[config.mk]
export PLATFORM = sky130hd
export DESIGN_NAME = sram_arbiter
export DESIGN_NICKNAME = d
export VERILOG_FILES = /design/src/rtl/sram_arbiter.sv
export SDC_FILE = /design/constraint.sdc
export NUM_CORES = 1
export LEC_CHECK = 0
export BUFFER_PORTS_ARGS = -buffer_cell sky130_fd_sc_hd__buf_4
export CAP_MARGIN = 0
export CORE_ASPECT_RATIO = 1.2
export CORE_UTILIZATION = 42
export DETAILED_ROUTE_END_ITERATION = 10
export HOLD_SLACK_MARGIN = 0.15
export PLACE_DENSITY = 0.75
export SETUP_SLACK_MARGIN = 0.1
export SLEW_MARGIN = 20
export SYNTH_ARGS = -nofsm -noshare
export SYNTH_HDL_FRONTEND = slang
export SYNTH_SLANG_ARGS = --single-unit
[constraint.sdc]
create_clock -name CLK -period 1.5 [get_ports CLK]
set_input_delay 0.15 -clock CLK [delete_from_list [all_inputs] [get_ports CLK]]
set_output_delay 0.15 -clock CLK [all_outputs]
set_load 0.05 [all_outputs]
[src/rtl/sram_arbiter.sv]
// Round-robin arbiter and strobe sequencer sharing one asynchronous SRAM
// between two req/ack ports; all outputs are registered.
module sram_arbiter #(
    parameter int unsigned ADDR_W    = 19,
    parameter int unsigned RD_CYCLES = 2,
    parameter int unsigned WR_CYCLES = 2
) (
    input  logic              CLK,
    input  logic              RESB,
    input  logic              a_req,
    input  logic              a_we,
    input  logic [ADDR_W-1:0] a_addr,
    input  logic [7:0]        a_wdata,
    output logic              a_ack,
    output logic [7:0]        a_rdata,
    input  logic              b_req,
    input  logic              b_we,
    input  logic [ADDR_W-1:0] b_addr,
    input  logic [7:0]        b_wdata,
    output logic              b_ack,
    output logic [7:0]        b_rdata,
    output logic [ADDR_W-1:0] sram_addr,
    output logic [7:0]        sram_dout,
    output logic              sram_doe,
    input  logic [7:0]        sram_din,
    output logic              sram_ce_n,
    output logic              sram_oe_n,
    output logic              sram_we_n,
    output logic              busy
);

    localparam int unsigned MAX_CYC = (RD_CYCLES > WR_CYCLES) ? RD_CYCLES : WR_CYCLES;
    localparam int unsigned CNT_W   = (MAX_CYC > 1) ? $clog2(MAX_CYC) : 1;
    localparam logic        GRANT_A = 1'b0;
    localparam logic        GRANT_B = 1'b1;

    typedef enum logic [2:0] {
        S_IDLE,
        S_READ,
        S_WSETUP,
        S_WPULSE,
        S_WHOLD,
        S_DONE
    } state_t;

    state_t            state, state_d;
    logic              last_grant, last_grant_d;
    logic              grant, grant_d;
    logic [CNT_W-1:0]  cnt, cnt_d;
    logic              pick_b;
    logic [ADDR_W-1:0] addr_d;
    logic [7:0]        dout_d, a_rdata_d, b_rdata_d;
    logic              doe_d, ce_n_d, oe_n_d, we_n_d, a_ack_d, b_ack_d, busy_d;

    // State and all outputs; sram_addr/sram_dout double as the latched request.
    always_ff @(posedge CLK) begin
        if (!RESB) begin
            state      <= S_IDLE;
            last_grant <= GRANT_B;
            grant      <= GRANT_A;
            cnt        <= '0;
            sram_addr  <= '0;
            sram_dout  <= '0;
            sram_doe   <= 1'b0;
            sram_ce_n  <= 1'b1;
            sram_oe_n  <= 1'b1;
            sram_we_n  <= 1'b1;
            a_ack      <= 1'b0;
            b_ack      <= 1'b0;
            a_rdata    <= '0;
            b_rdata    <= '0;
            busy       <= 1'b0;
        end else begin
            state      <= state_d;
            last_grant <= last_grant_d;
            grant      <= grant_d;
            cnt        <= cnt_d;
            sram_addr  <= addr_d;
            sram_dout  <= dout_d;
            sram_doe   <= doe_d;
            sram_ce_n  <= ce_n_d;
            sram_oe_n  <= oe_n_d;
            sram_we_n  <= we_n_d;
            a_ack      <= a_ack_d;
            b_ack      <= b_ack_d;
            a_rdata    <= a_rdata_d;
            b_rdata    <= b_rdata_d;
            busy       <= busy_d;
        end
    end

    // Next-state and next-output decode.
    always_comb begin
        state_d      = state;
        last_grant_d = last_grant;
        grant_d      = grant;
        cnt_d        = cnt;
        addr_d       = sram_addr;
        dout_d       = sram_dout;
        doe_d        = sram_doe;
        ce_n_d       = sram_ce_n;
        oe_n_d       = sram_oe_n;
        we_n_d       = sram_we_n;
        a_ack_d      = 1'b0;
        b_ack_d      = 1'b0;
        a_rdata_d    = a_rdata;
        b_rdata_d    = b_rdata;
        // B wins when alone, or on a tie when A was served last.
        pick_b       = b_req && (!a_req || (last_grant == GRANT_A));

        case (state)
            S_IDLE: begin
                if (a_req || b_req) begin
                    grant_d      = pick_b;
                    last_grant_d = pick_b;
                    ce_n_d       = 1'b0;
                    addr_d       = pick_b ? b_addr : a_addr;
                    if (pick_b ? b_we : a_we) begin
                        state_d = S_WSETUP;
                        doe_d   = 1'b1;
                        dout_d  = pick_b ? b_wdata : a_wdata;
                    end else begin
                        state_d = S_READ;
                        oe_n_d  = 1'b0;
                        cnt_d   = CNT_W'(RD_CYCLES - 1);
                    end
                end
            end
            S_READ: begin
                if (cnt == '0) begin
                    state_d = S_DONE;
                    ce_n_d  = 1'b1;
                    oe_n_d  = 1'b1;
                    if (grant == GRANT_B) begin
                        b_rdata_d = sram_din;
                        b_ack_d   = 1'b1;
                    end else begin
                        a_rdata_d = sram_din;
                        a_ack_d   = 1'b1;
                    end
                end else begin
                    cnt_d = cnt - CNT_W'(1);
                end
            end
            S_WSETUP: begin
                state_d = S_WPULSE;
                we_n_d  = 1'b0;
                cnt_d   = CNT_W'(WR_CYCLES - 1);
            end
            S_WPULSE: begin
                if (cnt == '0) begin
                    state_d = S_WHOLD;
                    we_n_d  = 1'b1;
                end else begin
                    cnt_d = cnt - CNT_W'(1);
                end
            end
            S_WHOLD: begin
                state_d = S_DONE;
                ce_n_d  = 1'b1;
                doe_d   = 1'b0;
                a_ack_d = (grant == GRANT_A);
                b_ack_d = (grant == GRANT_B);
            end
            S_DONE: begin
                state_d = S_IDLE;
            end
            default: begin
                state_d = S_IDLE;
            end
        endcase

        busy_d = (state_d != S_IDLE);
    end

endmodule
==> reports/results.ini <==
[setup_path]
path_cells=or4b_4 -> nor2_8 -> mux2i_1 -> nor2b_1
cp.arrival_ns=1.72
slowest_delay_ns=0.58
critical_path_buf_inv_count=0
cp-start-kind=register
required_ns=1.72
critPathCaptureType=register
cp_max_fo=8
path_class=register to register
critPathSlowestCell=or4b_4
crit_family=simple AND/OR/NAND/NOR gates

[final_layout]
n_antenna_cell=0
layout-drive-gt1-share=0.428
finalInstanceArea_um2=3930
seq_area_um2=1120
final_util=0.688
syn_to_final_growth_pct=57.1
nNetsFinal=467
nFillCells=484
multiInputGateArea_um2=1300
layout.cells.non_filler=480

[sta]
fin_crit_sh=0.999
tightestPinTransition_ns=0.466
setup_slack_ns=0.00104
slew_violations=0
fin_tns_setup_ns=0
slew_headroom=0.688
hold_viol_final=0
rsz0062_at_grt=true
fin_worst_skew_ns=0.00479
setup_violations=0
fmax_ghz=0.667
fin_crit_ns=1.50

[placement]
placed_cell_area_um2=3530
globalplace.congestion=0.763
place_inst=448
io_buffers=117
dp_hpwl_mm=4.57
dpl_worst_slack_ns=-0.0227

[clock_tree]
clk_latency_ns=0.32
cts_root_buf=clkbuf_8
clkSinkCount=56
cts_tree=done
htreeDepth=2
cts_buffer_depth=2
clk_pin_slew_ns=0.10
cts_made_buffers=5

[die]
initial_core_util=0.438
io_pins=118
rows=30
core_um2=5710
die_y_um=86.5
die_area_um2=6270
fp.dieW_um=72.4

[route]
num_vias=2455
drtIter0Drc=115
wl_mm=6.63
routedWlPerCell_um=13.8
drc=0
vias_per_cell=5.11
first_pass_iters=4
final_antenna_net_count=0

[synth]
syn_inst=256
synthMuxAreaShare=0.117
synth_compound_area_frac=0.200
synth.ff_latch_count=56
synth_area_leaders=dfxtp_1, mux2i_1, o211a_1
synth_nets=324
seq_area_frac_synth=0.448
postSynthAreaPerCell_um2=9.77
synth_top_family_by_area=compound AO/OA/AOI/OAI gates
yosys_warnings=0
yosysTopAreaCellShare=0.448
synth_top_area_cell=dfxtp_1
synth_area_um2=2500
synthDistinctLibCells=33
synthAdderAreaFrac=0
synth_xor_xnor_area_share=0
yosys.area_share.simple=0.182

[global_route]
grt-ovfl-total=0
antenna_found_initial=0
grt.total_usage=0.218
grt_max_degree=29
grt_pass1_wl_mm=10.6
grt_pass1_vias=2314

[pwr]
p_leak_nw=1.91
power.density_nw_per_um2=1980
ir_drop_mv=1.52

[run_status]
status=finished, final reports clean

[worst_hold_path]
hp-class=primary input to register

[flow_run]
maxCapViolCount=0

## state kept, by name, summed over array words and instances (netlist names)
register    count
a_ack           1
a_rdata         8
b_ack           1
b_rdata         8
busy            1
cnt             1
grant           1
last_grant      1
sram_addr      19
sram_ce_n       1
sram_doe        1
sram_dout       8
sram_oe_n       1
sram_we_n       1
state           3
## layer usage
| metal | global-route usage | routed length (µm) | vias to the layer above |
|---|---|---|---|
| li1 | - | - | 1203 |
| met1 | 0.251 | 2720 | 1140 |
| met2 | 0.381 | 3330 | 102 |
| met3 | 0.0628 | 470 | 10 |
| met4 | 0.0820 | 115 | 0 |
| met5 | 0 | 0 | - |
## tightest hold or removal path: stages
cell and delay (ns):
buf_4 0.07, mux2i_1 0.05, nand2_1 0.06, o211a_1 0.13
## synthesized netlist by cell type
| cell | count |
|---|---|
| a211o_1 | 1 |
| a21boi_1 | 9 |
| a21oi_1 | 6 |
| a22oi_1 | 2 |
| a31oi_1 | 9 |
| and3_1 | 1 |
| buf_2 | 10 |
| buf_4 | 2 |
| clkbuf_1 | 8 |
| dfxtp_1 | 56 |
| inv_1 | 10 |
| mux2_2 | 1 |
| mux2i_1 | 28 |
| nand2_1 | 33 |
| nand2b_1 | 2 |
| nand3_1 | 9 |
| nor2_1 | 8 |
| nor2_4 | 1 |
| nor2_8 | 1 |
| nor2b_1 | 11 |
| nor3_1 | 1 |
| nor3_4 | 1 |
| nor3b_1 | 8 |
| nor4b_1 | 1 |
| nor4b_4 | 1 |
| nor4bb_1 | 1 |
| o211a_1 | 19 |
| o21ai_0 | 2 |
| o21ai_1 | 3 |
| o221a_1 | 8 |
| o22ai_1 | 1 |
| o311a_1 | 1 |
| or4b_4 | 1 |
## cell type report
class                   count  share of cell area
flip-flops and latches     56               0.286
clock inverters             3             0.00669
clock buffers               5              0.0175
well taps                  80              0.0255
multi-input cells         170               0.332
inverters                  10             0.00956
repair buffers            156               0.323
## report_power, final
group          switching (W)  internal [W]
clock               0.000521      0.000345
combinational        0.00275       0.00193
sequential          0.000271       0.00196
total                0.00355       0.00423
## stage by stage
stage	hold slack [ns]	power (W)
floorplan	0.297	0.00506
global placement	0.419	0.00623
detailed placement	0.433	0.00630
CTS	0.169	0.00769
global route	0.186	0.00817
finish	0.171	0.00778
## kinds of logic after synthesis
kind of cell,Yosys count
muxes,29
and+or+nand+nor,80
AOI/OAI and AO/OA,61
buffers and inverters,30
DFF,56
## cells in the final DEF (no fill, tap or decap), types with 3 or more instances in the layout
master | Yosys | layout
mux2i_1 | 28 | 27
inv_1 | 10 | 10
dfxtp_1 | 56 | 53
a31oi_1 | 9 | 9
nor2b_1 | 11 | 10
a21boi_1 | 9 | 7
nor3b_1 | 8 | 8
buf_6 | 0 | 5
clkbuf_8 | 0 | 5
nand3_1 | 9 | 9
nor2_1 | 8 | 7
a21oi_1 | 6 | 6
o211a_1 | 19 | 19
dfxtp_2 | 0 | 3
dlygate4sd3_1 | 0 | 10
nand2_1 | 33 | 32
o221a_1 | 8 | 8
buf_4 | 2 | 138
## worst paths after layout
kind | from | endpoint | slack [ns] | cells past startpoint
worst min-delay path | a_addr[1] | sram_addr[1] | 0.17 | 4
worst max-delay path | state[2] | a_rdata[0] | 0.001 | 4
worst min register to register | b_rdata[3] | b_rdata[3] | 0.46 | 2
worst max register to register | state[2] | a_rdata[0] | 0.001 | 4
## repair_timing
action | CTS | global route
endpoints found under the hold margin | 18 | 0
buffers inserted | 7 | 5
hold buffers | 10 | 0
pin swaps | 2 | 3
endpoints found under the setup margin | 36 | 47
gates resized for setup | 7 | 9
cloned | 2 | 0
No activity file was read; power rests on OpenSTA's default activity.
